File: config.mk
export PLATFORM = sky130hd
export DESIGN_NAME = iic_eeprom_ctrl
export DESIGN_NICKNAME = d
export VERILOG_FILES = /design/src/rtl/iic_eeprom_ctrl.sv
export SDC_FILE = /design/constraint.sdc
export NUM_CORES = 1
export LEC_CHECK = 0
export CAP_MARGIN = 20
export CORE_MARGIN = 4
export CORE_UTILIZATION = 35
export DETAILED_ROUTE_END_ITERATION = 12
export SLEW_MARGIN = 30
export SYNTH_ARGS = -nofsm -noshare
export SYNTH_HDL_FRONTEND = slang
export SYNTH_SLANG_ARGS = --single-unit
export TNS_END_PERCENT = 30
File: constraint.sdc
create_clock -name clk -period 1.9 [get_ports clk]
set_input_delay 0.285 -clock clk [delete_from_list [all_inputs] [get_ports clk]]
set_output_delay 0.285 -clock clk [all_outputs]
set_load 0.01 [all_outputs]
File: src/rtl/iic_eeprom_ctrl.sv
// iic_eeprom_ctrl: single-master I2C sequencer for a 24Cxx-class EEPROM with
// 8-bit word address. Runs one byte-write or random-read per command.
// Every SCL bit slot is four quarters (L L H H). A quarter tick selects the
// pin levels for the quarter that starts at the next clock edge.
module iic_eeprom_ctrl #(
  parameter int         CLK_DIV = 4,
  parameter logic [2:0] DEV_SEL = 3'b000
) (
  input  logic       clk,
  input  logic       reset,
  input  logic       cmd_req,
  input  logic       cmd_rw,
  input  logic [7:0] cmd_addr,
  input  logic [7:0] cmd_wdata,
  output logic       cmd_ack,
  output logic [7:0] rd_data,
  output logic       nack_err,
  output logic       busy,
  output logic       a0,
  output logic       a1,
  output logic       a2,
  output logic       scl,
  output logic       sdo,
  input  logic       sdi,
  output logic       wp
);

  localparam int QW = (CLK_DIV > 1) ? $clog2(CLK_DIV) : 1;
  localparam logic [QW-1:0] QRELOAD = QW'(CLK_DIV - 1);
  localparam logic [QW-1:0] QONE    = QW'(1);

  localparam logic [3:0] S_IDLE    = 4'd0;
  localparam logic [3:0] S_START   = 4'd1;
  localparam logic [3:0] S_TX      = 4'd2;
  localparam logic [3:0] S_ACK     = 4'd3;
  localparam logic [3:0] S_RESTART = 4'd4;
  localparam logic [3:0] S_RX      = 4'd5;
  localparam logic [3:0] S_MNACK   = 4'd6;
  localparam logic [3:0] S_STOP    = 4'd7;
  localparam logic [3:0] S_ENDW    = 4'd8;  // waits out the last STOP quarter
  localparam logic [3:0] S_DONE    = 4'd9;

  localparam logic [7:0] CTRL_W = {4'b1010, DEV_SEL, 1'b0};
  localparam logic [7:0] CTRL_R = {4'b1010, DEV_SEL, 1'b1};

  logic [3:0]    state_q, state_d;
  logic [QW-1:0] qcnt_q, qcnt_d;
  logic [1:0]    qtr_q, qtr_d;      // quarter to be emitted at the next tick
  logic [2:0]    bit_q, bit_d;
  logic [1:0]    phase_q, phase_d;  // 0: ctrl W, 1: word addr, 2: wdata / ctrl R
  logic          rw_q, rw_d;
  logic [7:0]    addr_q, addr_d;
  logic [7:0]    wdata_q, wdata_d;
  logic [7:0]    shift_q, shift_d;
  logic          abort_q, abort_d;
  logic          scl_q, scl_d;
  logic          sdo_q, sdo_d;
  logic          wp_q, wp_d;
  logic          busy_q, busy_d;
  logic          cmd_ack_q, cmd_ack_d;
  logic          nack_q, nack_d;
  logic [7:0]    rd_data_q, rd_data_d;
  logic          tick;

  // Quarter timer plus the transaction sequencer.
  always_comb begin
    state_d   = state_q;
    qcnt_d    = qcnt_q;
    qtr_d     = qtr_q;
    bit_d     = bit_q;
    phase_d   = phase_q;
    rw_d      = rw_q;
    addr_d    = addr_q;
    wdata_d   = wdata_q;
    shift_d   = shift_q;
    abort_d   = abort_q;
    scl_d     = scl_q;
    sdo_d     = sdo_q;
    wp_d      = wp_q;
    busy_d    = busy_q;
    cmd_ack_d = 1'b0;
    nack_d    = nack_q;
    rd_data_d = rd_data_q;
    tick      = 1'b0;

    // Counter sits at 0 while idle, so the first quarter starts right after acceptance.
    if (state_q == S_IDLE || state_q == S_DONE) begin
      qcnt_d = '0;
    end else begin
      tick   = (qcnt_q == '0);
      qcnt_d = tick ? QRELOAD : (qcnt_q - QONE);
    end
    if (tick) qtr_d = qtr_q + 2'd1;

    case (state_q)
      S_IDLE: begin
        if (cmd_req) begin
          rw_d    = cmd_rw;
          addr_d  = cmd_addr;
          wdata_d = cmd_wdata;
          busy_d  = 1'b1;
          wp_d    = cmd_rw;
          abort_d = 1'b0;
          phase_d = 2'd0;
          bit_d   = 3'd0;
          qtr_d   = 2'd0;
          state_d = S_START;
        end
      end
      S_START: if (tick) begin
        // SCL stays high for the whole slot; SDA falls halfway through.
        scl_d = 1'b1;
        sdo_d = ~qtr_q[1];
        if (qtr_q == 2'd3) begin
          shift_d = CTRL_W;
          state_d = S_TX;
        end
      end
      S_TX: if (tick) begin
        scl_d = qtr_q[1];
        if (qtr_q == 2'd0) sdo_d = shift_q[7];
        if (qtr_q == 2'd3) begin
          shift_d = {shift_q[6:0], 1'b0};
          bit_d   = bit_q + 3'd1;
          if (bit_q == 3'd7) state_d = S_ACK;
        end
      end
      S_ACK: if (tick) begin
        scl_d = qtr_q[1];
        if (qtr_q == 2'd0) sdo_d = 1'b1;
        // This tick is the last clock of the high-going quarter: sample ACK now.
        if (qtr_q == 2'd3) begin
          if (sdi) begin
            abort_d = 1'b1;
            state_d = S_STOP;
          end else begin
            case (phase_q)
              2'd0: begin
                phase_d = 2'd1;
                shift_d = addr_q;
                state_d = S_TX;
              end
              2'd1: begin
                phase_d = 2'd2;
                if (rw_q) begin
                  state_d = S_RESTART;
                end else begin
                  shift_d = wdata_q;
                  state_d = S_TX;
                end
              end
              default: state_d = rw_q ? S_RX : S_STOP;
            endcase
          end
        end
      end
      S_RESTART: if (tick) begin
        // SDA is released while SCL is low, then pulled low while SCL is high.
        scl_d = qtr_q[1];
        sdo_d = (qtr_q != 2'd3);
        if (qtr_q == 2'd3) begin
          shift_d = CTRL_R;
          state_d = S_TX;
        end
      end
      S_RX: if (tick) begin
        scl_d = qtr_q[1];
        if (qtr_q == 2'd0) sdo_d = 1'b1;
        if (qtr_q == 2'd3) begin
          shift_d = {shift_q[6:0], sdi};
          bit_d   = bit_q + 3'd1;
          if (bit_q == 3'd7) state_d = S_MNACK;
        end
      end
      S_MNACK: if (tick) begin
        // Master leaves SDA released on the 9th clock: NACK ends the read.
        scl_d = qtr_q[1];
        if (qtr_q == 2'd0) sdo_d = 1'b1;
        if (qtr_q == 2'd3) state_d = S_STOP;
      end
      S_STOP: if (tick) begin
        scl_d = qtr_q[1];
        sdo_d = (qtr_q == 2'd3);
        if (qtr_q == 2'd3) state_d = S_ENDW;
      end
      S_ENDW: if (tick) begin
        cmd_ack_d = 1'b1;
        nack_d    = abort_q;
        if (rw_q && !abort_q) rd_data_d = shift_q;
        state_d   = S_DONE;
      end
      S_DONE: begin
        busy_d  = 1'b0;
        wp_d    = 1'b1;
        state_d = S_IDLE;
      end
      default: state_d = S_IDLE;
    endcase
  end

  // Register update with synchronous active-low reset.
  always_ff @(posedge clk) begin
    if (!reset) begin
      state_q   <= S_IDLE;
      qcnt_q    <= '0;
      qtr_q     <= '0;
      bit_q     <= '0;
      phase_q   <= '0;
      rw_q      <= 1'b0;
      addr_q    <= '0;
      wdata_q   <= '0;
      shift_q   <= '0;
      abort_q   <= 1'b0;
      scl_q     <= 1'b1;
      sdo_q     <= 1'b1;
      wp_q      <= 1'b1;
      busy_q    <= 1'b0;
      cmd_ack_q <= 1'b0;
      nack_q    <= 1'b0;
      rd_data_q <= '0;
    end else begin
      state_q   <= state_d;
      qcnt_q    <= qcnt_d;
      qtr_q     <= qtr_d;
      bit_q     <= bit_d;
      phase_q   <= phase_d;
      rw_q      <= rw_d;
      addr_q    <= addr_d;
      wdata_q   <= wdata_d;
      shift_q   <= shift_d;
      abort_q   <= abort_d;
      scl_q     <= scl_d;
      sdo_q     <= sdo_d;
      wp_q      <= wp_d;
      busy_q    <= busy_d;
      cmd_ack_q <= cmd_ack_d;
      nack_q    <= nack_d;
      rd_data_q <= rd_data_d;
    end
  end

  assign cmd_ack  = cmd_ack_q;
  assign rd_data  = rd_data_q;
  assign nack_err = nack_q;
  assign busy     = busy_q;
  assign scl      = scl_q;
  assign sdo      = sdo_q;
  assign wp       = wp_q;
  assign a0       = DEV_SEL[0];
  assign a1       = DEV_SEL[1];
  assign a2       = DEV_SEL[2];

endmodule

==> results of run 1 <==
==> registers in the layout (all words and copies together), names as in the netlist <==
name	cells
nack_err	1
wdata_q	8
phase_q	2
abort_q	1
shift_q	8
rw_q	1
wp	1
scl	1
sdo	1
qcnt_q	2
busy	1
cmd_ack	1
bit_q	3
addr_q	8
rd_data	8
qtr_q	2
state_q	4
==> critical path: stages, from the launching register on <==
cell and delay [ns]:
dfxtp_2 0.39, buf_4 0.23, nand3b_1 0.27, a21oi_1 0.14, or2_2 0.33, o41ai_1 0.33
==> routing by layer <==
metal | part of all wire [%] | up-vias | wire length [um] | track usage [%]
li1 | - | 1158 | - | -
met1 | 48 | 1056 | 2941 | 19.70
met2 | 45 | 64 | 2739 | 22.45
met3 | 4.7 | 10 | 283 | 3.540
met4 | 1.7 | 0 | 101 | 4.274
met5 | 0 | - | 0 | 0
==> cells in the final DEF (no fill, tap or decap), types with 2 or more instances in the layout <==
master           instances
buf_4                   29
nand2b_1                 5
a21bo_2                  2
a31oi_1                  2
nand2_1                 53
nand3_1                 11
clkdlybuf4s50_1         34
clkbuf_8                 5
inv_1                    8
o22ai_1                  2
and2_1                   3
o221a_2                  3
xnor2_1                  2
nor2_1                  14
o2111ai_1                2
nor2b_1                  6
mux2_2                   8
o21ai_0                 16
a21oi_1                 31
a22oi_1                  6
nand4_1                  2
nor3_1                   5
ha_1                     5
nor3b_1                  2
conb_1                   3
dfxtp_1                 52
a22o_1                   2
a211oi_1                 6
or2_2                    2
mux2i_1                  4
o211ai_1                 2
==> how the worst max path moves through the flow <==
stage / from / to / slack, ns / cells after the start
6_report: state_q[1]$_SDFFE_PN0P_ / state_q[1]$_SDFFE_PN0P_ / 0.12 / 5
5_1_grt: state_q[0]$_SDFFE_PN0P_ / shift_q[6]$_SDFFE_PN0P_ / 0.002 / 5
4_1_cts: state_q[1]$_SDFFE_PN0P_ / state_q[1]$_SDFFE_PN0P_ / 0.08 / 5
3_5_place_dp: sdi / shift_q[0]$_SDFFE_PN0P_ / -0.05 / 6
3_3_place_gp: sdi / shift_q[7]$_SDFFE_PN0P_ / -0.02 / 6
2_1_floorplan: phase_q[1]$_SDFFE_PN0P_ / shift_q[7]$_SDFFE_PN0P_ / 0.19 / 5
==> power by group <==
part           leakage, nW  total (mW)  switching [mW]  internal (mW)
Sequential           0.432        1.33          0.0843           1.25
Clock               0.0563       0.804           0.402          0.402
Combinational        0.744        1.33           0.706          0.626
Total                 1.23        3.47            1.19           2.28
==> area by class of cell <==
cell class	count	area share, %
inverters	9	1.033
clock inverters	3	1.491
well taps	96	3.671
clock buffers	5	2.103
flip-flops and latches	53	32.47
repair buffers	64	17.67
multi-input cells	218	41.57
==> kinds of logic (layout without fill, tap and decap cells) <==
family	after synthesis	count (layout)	share of synthesized area, %
AND/OR/NAND/NOR	110	110	21.75
AO/OA/AOI/OAI	85	85	22.49
flip-flops	53	53	41.55
buffers and inverters	32	81	5.487
multiplexers	12	12	5.096
adder cells (fa/ha/maj)	5	5	2.450
XOR/XNOR	3	3	1.029
other	1	3	0.1468
==> out/metrics.csv, run 1 <==
stage;metric;value;unit
finish;area of the multi-input gates;1360;um2
floorplanning;core area;6944;um2
drt;Antenna Nets Post-Route;0;
synthesis;Post-synth top cells;53 x dfxtp_1, 53 x nand2_1, 31 x a21oi_1, 16 x o21ai_0, 15 x clkbuf_1;
global_routing;number of antenna violations at the first check in global routing;0;
finish;Antenna Cells;0;
synthesis;Avg Inst Size Synth;8.484;um2
clock_tree;Post-CTS Hold Fix Bufs;0;
placed_design;placed insts;440;
placed_design;Placed Area;3153;um2
floorplanning;FP Rows;30;
clock_tree;CTS tree;built;
drt;Via density;5.107;
clock_tree;clk buf depth;2;
clock_tree;root buf cell;clkbuf_8;
clock_tree;Reg clk slew, reported paths;0.10;ns
sta;Setup Skew;0.01385;ns
setup_path;worst-path maximum fanout;14;
pwr;Leak Pwr;1.232;nW
flow_run;Max-Cap Viols;0;
setup_path;Setup Crit Path Kind;reg2reg;
clock_tree;total clock sinks;53;
global_routing;first-pass GRT wire length;10230;um
synthesis;Synth Instances;301;
drt;DRT Pass-1 Iters;4;
run_status;outcome;completed;
sta;Final Setup Violations;0;
setup_path;reg2reg start;state_q[1]$_SDFFE_PN0P_;
drt;drt drc;0;
floorplanning;Ports;38;
synthesis;Seq/Total Area, Yosys;41.55;%
drt;Via Count;2288;
synthesis;top cells by area, synth;dfxtp_1 42%, nand2_1 7.8%, a21oi_1 6.1%;
synthesis;number of synthesized flops with an enable pin;0;
clock_tree;clk_lat worst skew;0.32;ns
synthesis;synthesis-stage register bit count;53;
global_routing;total grt overflow;0;
sta;setup tns final;0;ns
finish;Seq. cell area;1062;um2
placed_design;port bufs;34;
pwr;Peak supply drop;0.4976;mV
finish;Layout Area Growth over Synthesis;28.12;%
finish;share of cells above drive strength 1;17.61;%
hold_path;Hold Path Stages;1;
sta;Final Hold Viols;0;
floorplanning;Die W;93.42;um
finish;final core occ;47.12;%
synthesis;top cell type's share of synthesized area;41.55;%
sta;Min Clock Period, post-route;1.775;ns
synthesis;top_reg_cell synth;dfxtp_1;
global_routing;largest net degree at the start of global routing;27;
synthesis;area leader, netlist;dfxtp_1;
placed_design;GPL Wtd Cong;0.8802;
clock_tree;post-CTS setup buffer count;0;
placed_design;DP Wirelength;4508;um
setup_path;FF-to-FF path depth;5;
sta;Final Max Slew Viols;0;
synthesis;Yosys Warn Count;0;
drt;final wirelength;6066;um
drt;first-iteration detailed-routing DRC count;120;
setup_path;FF-to-FF setup slack;0.12;ns
synthesis;ys async rst share;0;%
pwr;total power per unit cell area;1060;nW/um2
hold_path;min-delay src;qcnt_q[0]$_SDFF_PP0_;
setup_path;WP data required;2.12;ns
finish;Non-Filler Instances;448;
floorplanning;initial core utilization;36.77;%
finish;NumNets Final;377;
setup_path;crit path DAT;1.99;ns
setup_path;CP Launch Type;flip-flop;
placed_design;pre-CTS setup slack;-0.04597;ns
sta;period utilization;93.43;%
global_routing;vias in the first global route;2152;
sta;unrepaired setup endpoints after global routing;no;
finish;Design Area, Final;3272;um2
pwr;Tot Pwr;3.468;mW
setup_path;Reg-to-Reg End;state_q[1]$_SDFFE_PN0P_;
floorplanning;die area;8727;um2
sta;min setup slack post-route;0.1248;ns
drt;wire per inst;13.54;um
sta;hold_ws;0.4451;ns
hold_path;Hold Path Sink;qcnt_q[0]$_SDFF_PP0_;
synthesis;synth unique cells;51;
setup_path;CP Capture Type;flip-flop;
clock_tree;H-tree levels;2;
global_routing;Total GRT Usage;14.44;%
floorplanning;Die Y;93.42;um
synthesis;Post-Syn Area;2554;um2
finish;fill cell count;704;
sta;FMAX;0.5633;GHz
hold_path;worst hold-check path type;reg2reg;
clock_tree;CTS Buf Count;5;
clock_tree;CTS-repair resized insts;0;
No activity file was read; power rests on OpenSTA's default activity.
==> inputs of run 2 (changes only) <==
--- a/config.mk
+++ b/config.mk
@@ -7,8 +7,9 @@
 export LEC_CHECK = 0
 export CAP_MARGIN = 20
 export CORE_MARGIN = 4
-export CORE_UTILIZATION = 35
+export CORE_UTILIZATION = 30
 export DETAILED_ROUTE_END_ITERATION = 12
+export RECOVER_POWER = 25
 export SLEW_MARGIN = 30
 export SYNTH_ARGS = -nofsm -noshare
 export SYNTH_HDL_FRONTEND = slang
==> out/metrics.csv, run 2 (same netlist as run 1, synthesis figures left out) <==
stage;metric;value;unit;change
run_status;outcome;completed;;
clock_tree;post-CTS setup buffer count;0;;unchanged
sta;Setup Skew;0.006335;ns;-0.007518 ns
setup_path;crit path DAT;1.98;ns;about the same
drt;Via Count;2191;;-4.2%
clock_tree;root buf cell;clkbuf_8;;
drt;met2 WL;2955;um;+7.9%
pwr;total power per unit cell area;1036;nW/um2;-2.3%
sta;FMAX;0.5654;GHz;+0.37%
setup_path;Slowest-stage cell, CP;or3b_2;;
drt;Met3 Wirelength;256;um;-9.5%
pwr;sequential cell fraction of total power;39.5;%;+1.1 points
pwr;Sw Share;34.27;%;-0.093 points
sta;Final Max Slew Viols;0;;unchanged
placed_design;port bufs;34;;unchanged
pwr;Sw Pwr;1.147;mW;-3.8%
clock_tree;clk buf depth;2;;unchanged
drt;wire per inst;13.67;um;+0.98%
hold_path;min-delay src;qcnt_q[0]$_SDFF_PP0_;;
setup_path;CP Buf/Inv Count;0;;-1
finish;Layout Area Growth over Synthesis;26.46;%;
clock_tree;CTS tree;built;;
finish;Seq. cell area;1064;um2;+0.12%
clock_tree;H-tree levels;2;;unchanged
setup_path;CP Capture Type;flip-flop;;
pwr;Tot Pwr;3.346;mW;-3.5%
global_routing;first-pass GRT wire length;10710;um;+4.7%
floorplanning;FP Rows;33;;+10%
finish;most frequent cells in the layout;53 x nand2_1, 51 x dfxtp_1, 31 x a21oi_1;;
finish;area of the multi-input gates;1375;um2;+1.1%
floorplanning;die area;10050;um2;+15%
drt;final wirelength;6153;um;+1.4%
floorplanning;initial core utilization;30.92;%;-5.9 points
drt;WL met1;2855;um;-2.9%
clock_tree;Reg clk slew, reported paths;0.10;ns;about the same
clock_tree;CTS Buf Count;5;;unchanged
placed_design;DP Wirelength;4558;um;+1.1%
placed_design;GPL Wtd Cong;0.8368;;-4.9%
setup_path;worst-path maximum fanout;6;;-8
finish;NumNets Final;370;;-1.9%
setup_path;CP Launch Type;flip-flop;;
pwr;Pint;2.199;mW;-3.4%
sta;Final Setup Violations;0;;unchanged
floorplanning;Ports;38;;unchanged
setup_path;Setup Crit Path Kind;reg2reg;;
drt;first-iteration detailed-routing DRC count;85;;-29%
sta;Min Clock Period, post-route;1.769;ns;-0.006502 ns
setup_path;crit-path leading delay family;simple AND/OR/NAND/NOR gates;;
finish;Antenna Cells;0;;unchanged
global_routing;Total GRT Usage;13.27;%;-1.2 points
global_routing;vias in the first global route;2224;;+3.3%
global_routing;total grt overflow;0;;unchanged
setup_path;CP cell instances;or3b_2, a211oi_2, mux2i_1, nor2_1;;
finish;share of cells above drive strength 1;16.52;%;-1.1 points
setup_path;Slowest Stage Delay on Critical Path;0.55;ns;+0.16 ns
hold_path;worst hold-check path type;reg2reg;;
flow_run;Max-Cap Viols;0;;unchanged
drt;drt drc;0;;unchanged
pwr;Peak supply drop;0.4593;mV;-7.7%
global_routing;number of antenna violations at the first check in global routing;0;;unchanged
drt;DRT Pass-1 Iters;4;;unchanged
setup_path;reg2reg start;state_q[1]$_SDFFE_PN0P_;;
drt;highest metal used;met4;;
clock_tree;Post-CTS Hold Fix Bufs;0;;unchanged
clock_tree;total clock sinks;53;;unchanged
sta;hold_ws;0.4457;ns;+0.0006050 ns
pwr;Leak Pwr;1.240;nW;+0.65%
pwr;Comb pwr share;36.8;%;-1.6 points
drt;Via density;4.869;;-4.7%
floorplanning;Die Y;100.3;um;+7.3%
sta;Final Hold Viols;0;;unchanged
global_routing;largest net degree at the start of global routing;28;;+3.7%
drt;Antenna Nets Post-Route;0;;unchanged
clock_tree;CTS-repair resized insts;0;;unchanged
floorplanning;Die W;100.3;um;+7.3%
setup_path;WP data required;2.11;ns;about the same
pwr;clock network fraction of design power;23.7;%;+0.5 points
finish;commonest non-fill, non-tap cell in the layout;nand2_1;;
floorplanning;core area;8258;um2;+19%
setup_path;CP Launch Point;state_q[1]$_SDFFE_PN0P_;;
finish;fill cell count;856;;+22%
sta;period utilization;93.09;%;-0.34 points
clock_tree;clk_lat worst skew;0.31;ns;about the same
-- run 2: final timing paths --
check | end | slack [ns] | cells past startpoint
worst max-delay path | bit_q[1]$_SDFFE_PN0P_ | 0.13 | 4
worst min-delay path | qcnt_q[0]$_SDFF_PP0_ | 0.45 | 1
worst max register to register | bit_q[1]$_SDFFE_PN0P_ | 0.13 | 4
worst min register to register | qcnt_q[0]$_SDFF_PP0_ | 0.45 | 1
-- run 2: per-layer routing --
layer	vias up	track usage [%]
met5	-	0
met4	0	4.352
met3	5	2.849
met2	41	22.07
met1	1004	17.09
li1	1141	-
-- run 2: worst reg2reg max path: stages, from the launching register on --
cell and delay, ns:
dfxtp_1 0.42, or3b_2 0.55, a211oi_2 0.42, mux2i_1 0.23, nor2_1 0.05
-- run 2: area by class of cell --
cell class | instances | share of cell area (%)
well taps | 105 | 4.068
clock buffers | 5 | 2.131
clock inverters | 3 | 1.356
inverters | 9 | 1.046
flip-flops and latches | 53 | 32.93
repair buffers | 57 | 15.89
multi-input cells | 218 | 42.58
-- run 2: per-stage QoR --
stage	utilization, %	area [um2]	setup TNS (ns)	cells	setup WS, ns
finish	39.11	3229	0	450	0.1313
global route	39.11	3229	-0.01262	450	-0.01262
CTS	38.89	3212	0	450	0.09143
detailed placement	37.53	3099	-0.9636	442	-0.1515
global placement	37.53	3099	-0.5121	442	-0.1002
floorplan	-	2561	0	303	0.1888
-- run 2: power by group through the flow --
stage | Combinational, mW | Sequential, mW | Clock [mW]
2_1_floorplan | 0.860 | 1.33 | 0
3_3_place_gp | 1.21 | 1.34 | 0
3_5_place_dp | 1.23 | 1.35 | 0
4_1_cts | 1.24 | 1.32 | 0.820
5_1_grt | 1.40 | 1.34 | 0.865
6_report | 1.23 | 1.32 | 0.793
==> inputs of run 3 (changes only) <==
--- a/config.mk
+++ b/config.mk
@@ -10,6 +10,7 @@
 export CORE_UTILIZATION = 30
 export DETAILED_ROUTE_END_ITERATION = 12
 export RECOVER_POWER = 25
+export SETUP_SLACK_MARGIN = 0.02
 export SLEW_MARGIN = 30
 export SYNTH_ARGS = -nofsm -noshare
 export SYNTH_HDL_FRONTEND = slang
==> constraint.sdc (replaced) <==
create_clock -name clk -period 1.9 [get_ports clk]
set_input_delay 0.38 -clock clk [delete_from_list [all_inputs] [get_ports clk]]
set_output_delay 0.38 -clock clk [all_outputs]
set_load 0.01 [all_outputs]
==> out/metrics.csv, run 3 (same netlist as run 1, synthesis figures left out) <==
stage;metric;value;unit;change
run_status;outcome;completed;;
setup_path;CP Launch Type;input port;;
placed_design;pre-CTS setup slack;-0.2399;ns;-0.08845 ns
pwr;Peak supply drop;0.7562;mV;+65%
flow_run;Max-Cap Viols;0;;unchanged
finish;Layout Area Growth over Synthesis;26.51;%;about the same
clock_tree;clk_lat worst skew;0.30;ns;about the same
finish;most frequent cells in the layout;53 x nand2_1, 51 x dfxtp_1, 31 x a21oi_1;;
setup_path;crit path DAT;1.99;ns;about the same
placed_design;port bufs;34;;unchanged
placed_design;DP Wirelength;4463;um;-2.1%
clock_tree;post-CTS setup buffer count;0;;unchanged
clock_tree;CTS tree;built;;
floorplanning;die area;10050;um2;unchanged
finish;share of cells above drive strength 1;15.74;%;-0.78 points
finish;NumNets Final;368;;-0.54%
global_routing;vias in the first global route;2106;;-5.3%
clock_tree;Post-CTS Hold Fix Bufs;0;;unchanged
clock_tree;H-tree levels;2;;unchanged
drt;Via density;4.940;;+1.5%
floorplanning;Die Y;100.3;um;unchanged
sta;Final Hold Viols;0;;unchanged
global_routing;total grt overflow;0;;unchanged
sta;hold_ws;0.4423;ns;-0.003383 ns
finish;Non-Filler Instances;448;;-0.44%
pwr;Tot Pwr;3.424;mW;+2.3%
drt;wire per inst;13.22;um;-3.3%
clock_tree;total clock sinks;53;;unchanged
global_routing;Total GRT Usage;12.37;%;-0.90 points
placed_design;placed insts;440;;-0.45%
setup_path;Reg-to-Reg End;shift_q[6]$_SDFFE_PN0P_;;
floorplanning;initial core utilization;30.92;%;unchanged
pwr;Leak Pwr;1.214;nW;-2.1%
setup_path;worst-path maximum fanout;8;;+2
sta;FMAX;0.5736;GHz;+1.4%
drt;DRT Pass-1 Iters;4;;unchanged
drt;Antenna Nets Post-Route;0;;unchanged
global_routing;largest net degree at the start of global routing;28;;unchanged
drt;final wirelength;5923;um;-3.7%
setup_path;WP data required;2.15;ns;+0.04 ns
sta;unrepaired setup endpoints after global routing;no;;
finish;Antenna Cells;0;;unchanged
clock_tree;clk buf depth;2;;unchanged
clock_tree;CTS Buf Count;5;;unchanged
finish;commonest non-fill, non-tap cell in the layout;nand2_1;;
hold_path;min-delay src;qcnt_q[0]$_SDFF_PP0_;;
sta;min setup slack post-route;0.1565;ns;+0.02526 ns
sta;Final Max Slew Viols;0;;unchanged
hold_path;Hold Path Stages;1;;unchanged
floorplanning;Die W;100.3;um;unchanged
sta;Final Setup Violations;0;;unchanged
sta;Min Clock Period, post-route;1.743;ns;-0.02526 ns
sta;Setup Skew;0.007449;ns;+0.001114 ns
sta;period utilization;91.76;%;-1.3 points
floorplanning;core area;8258;um2;unchanged
hold_path;Hold Path Sink;qcnt_q[0]$_SDFF_PP0_;;
floorplanning;FP Rows;33;;unchanged
setup_path;CP Capture Type;flip-flop;;
pwr;total power per unit cell area;1060;nW/um2;+2.3%
setup_path;Setup Crit Path Kind;in2reg;;
hold_path;worst hold-check path type;reg2reg;;
global_routing;number of antenna violations at the first check in global routing;0;;unchanged
drt;first-iteration detailed-routing DRC count;93;;+9.4%
global_routing;first-pass GRT wire length;10180;um;-4.9%
clock_tree;Reg clk slew, reported paths;0.09;ns;about the same
drt;Via Count;2213;;+1.0%
setup_path;FF-to-FF setup slack;0.16;ns;+0.03 ns
drt;drt drc;0;;unchanged
placed_design;GPL Wtd Cong;0.8175;;-2.3%
floorplanning;Ports;38;;unchanged
setup_path;FF-to-FF path depth;4;;unchanged
clock_tree;root buf cell;clkbuf_8;;
setup_path;reg2reg start;state_q[2]$_SDFFE_PN0P_;;
setup_path;CP Launch Point;sdi;;
-- run 3: cell types whose count changed in the layout (fill, tap and decap cells not counted), moves of 2 or more --
cell and change:
dlygate4sd3_1 -7, buf_4 -4, clkdlybuf4s50_1 +7, and2_1 -2
-- run 3: cell type report --
class                           count  area (um2)
Tap cell                          105       131.4
Sequential cell                    53        1064
Multi-Input combinational cell    218        1361
Clock buffer                        5       68.82
Inverter                            9       33.78
Timing Repair Buffer               55       506.7
Fill cell                         848        5027
Clock inverter                      3       65.06
-- run 3: worst max-delay path by stage --
stage                         endpoint  slack [ns]
2_1_floorplan  shift_q[7]$_SDFFE_PN0P_        0.19
6_report       shift_q[7]$_SDFFE_PN0P_        0.16
3_3_place_gp   shift_q[7]$_SDFFE_PN0P_       -0.20
5_1_grt        wdata_q[5]$_SDFFE_PN0P_        0.03
3_5_place_dp   shift_q[7]$_SDFFE_PN0P_       -0.24
4_1_cts        shift_q[7]$_SDFFE_PN0P_        0.07
-- run 3: timing repair --
item / 4_1_cts / 5_1_grt
gates resized for setup: 0 / 3
endpoints found under the setup margin: 0 / 7
hold endpoints to repair: 0 / 0
-- run 3: power breakdown --
part	switching, mW	total, mW	internal, mW
logic	0.676	1.21	0.539
clock network	0.368	0.891	0.523
registers	0.0708	1.32	1.25
-- run 3: stage by stage --
step           util (%)  setup TNS [ns]  area [um2]
2_1_floorplan         -               0        2561
3_3_place_gp      37.50          -1.291        3097
3_5_place_dp      37.50          -1.639        3097
4_1_cts           39.12               0        3231
5_1_grt           39.12               0        3231
6_report          39.12               0        3231
-- run 3: layer usage --
metal	vias up	wire (um)	global-route usage [%]
met4	0	53	3.109
met1	1031	2956	16.99
met5	-	0	0
met3	5	194	2.224
li1	1139	-	-
met2	38	2719	20.08
-- run 3: worst max-delay path, cell delays in order --
cell             delay (ns)
clkdlybuf4s50_1        0.43
a211o_1                0.35
a2111oi_4              0.32
and2_2                 0.30
o221a_2                0.21
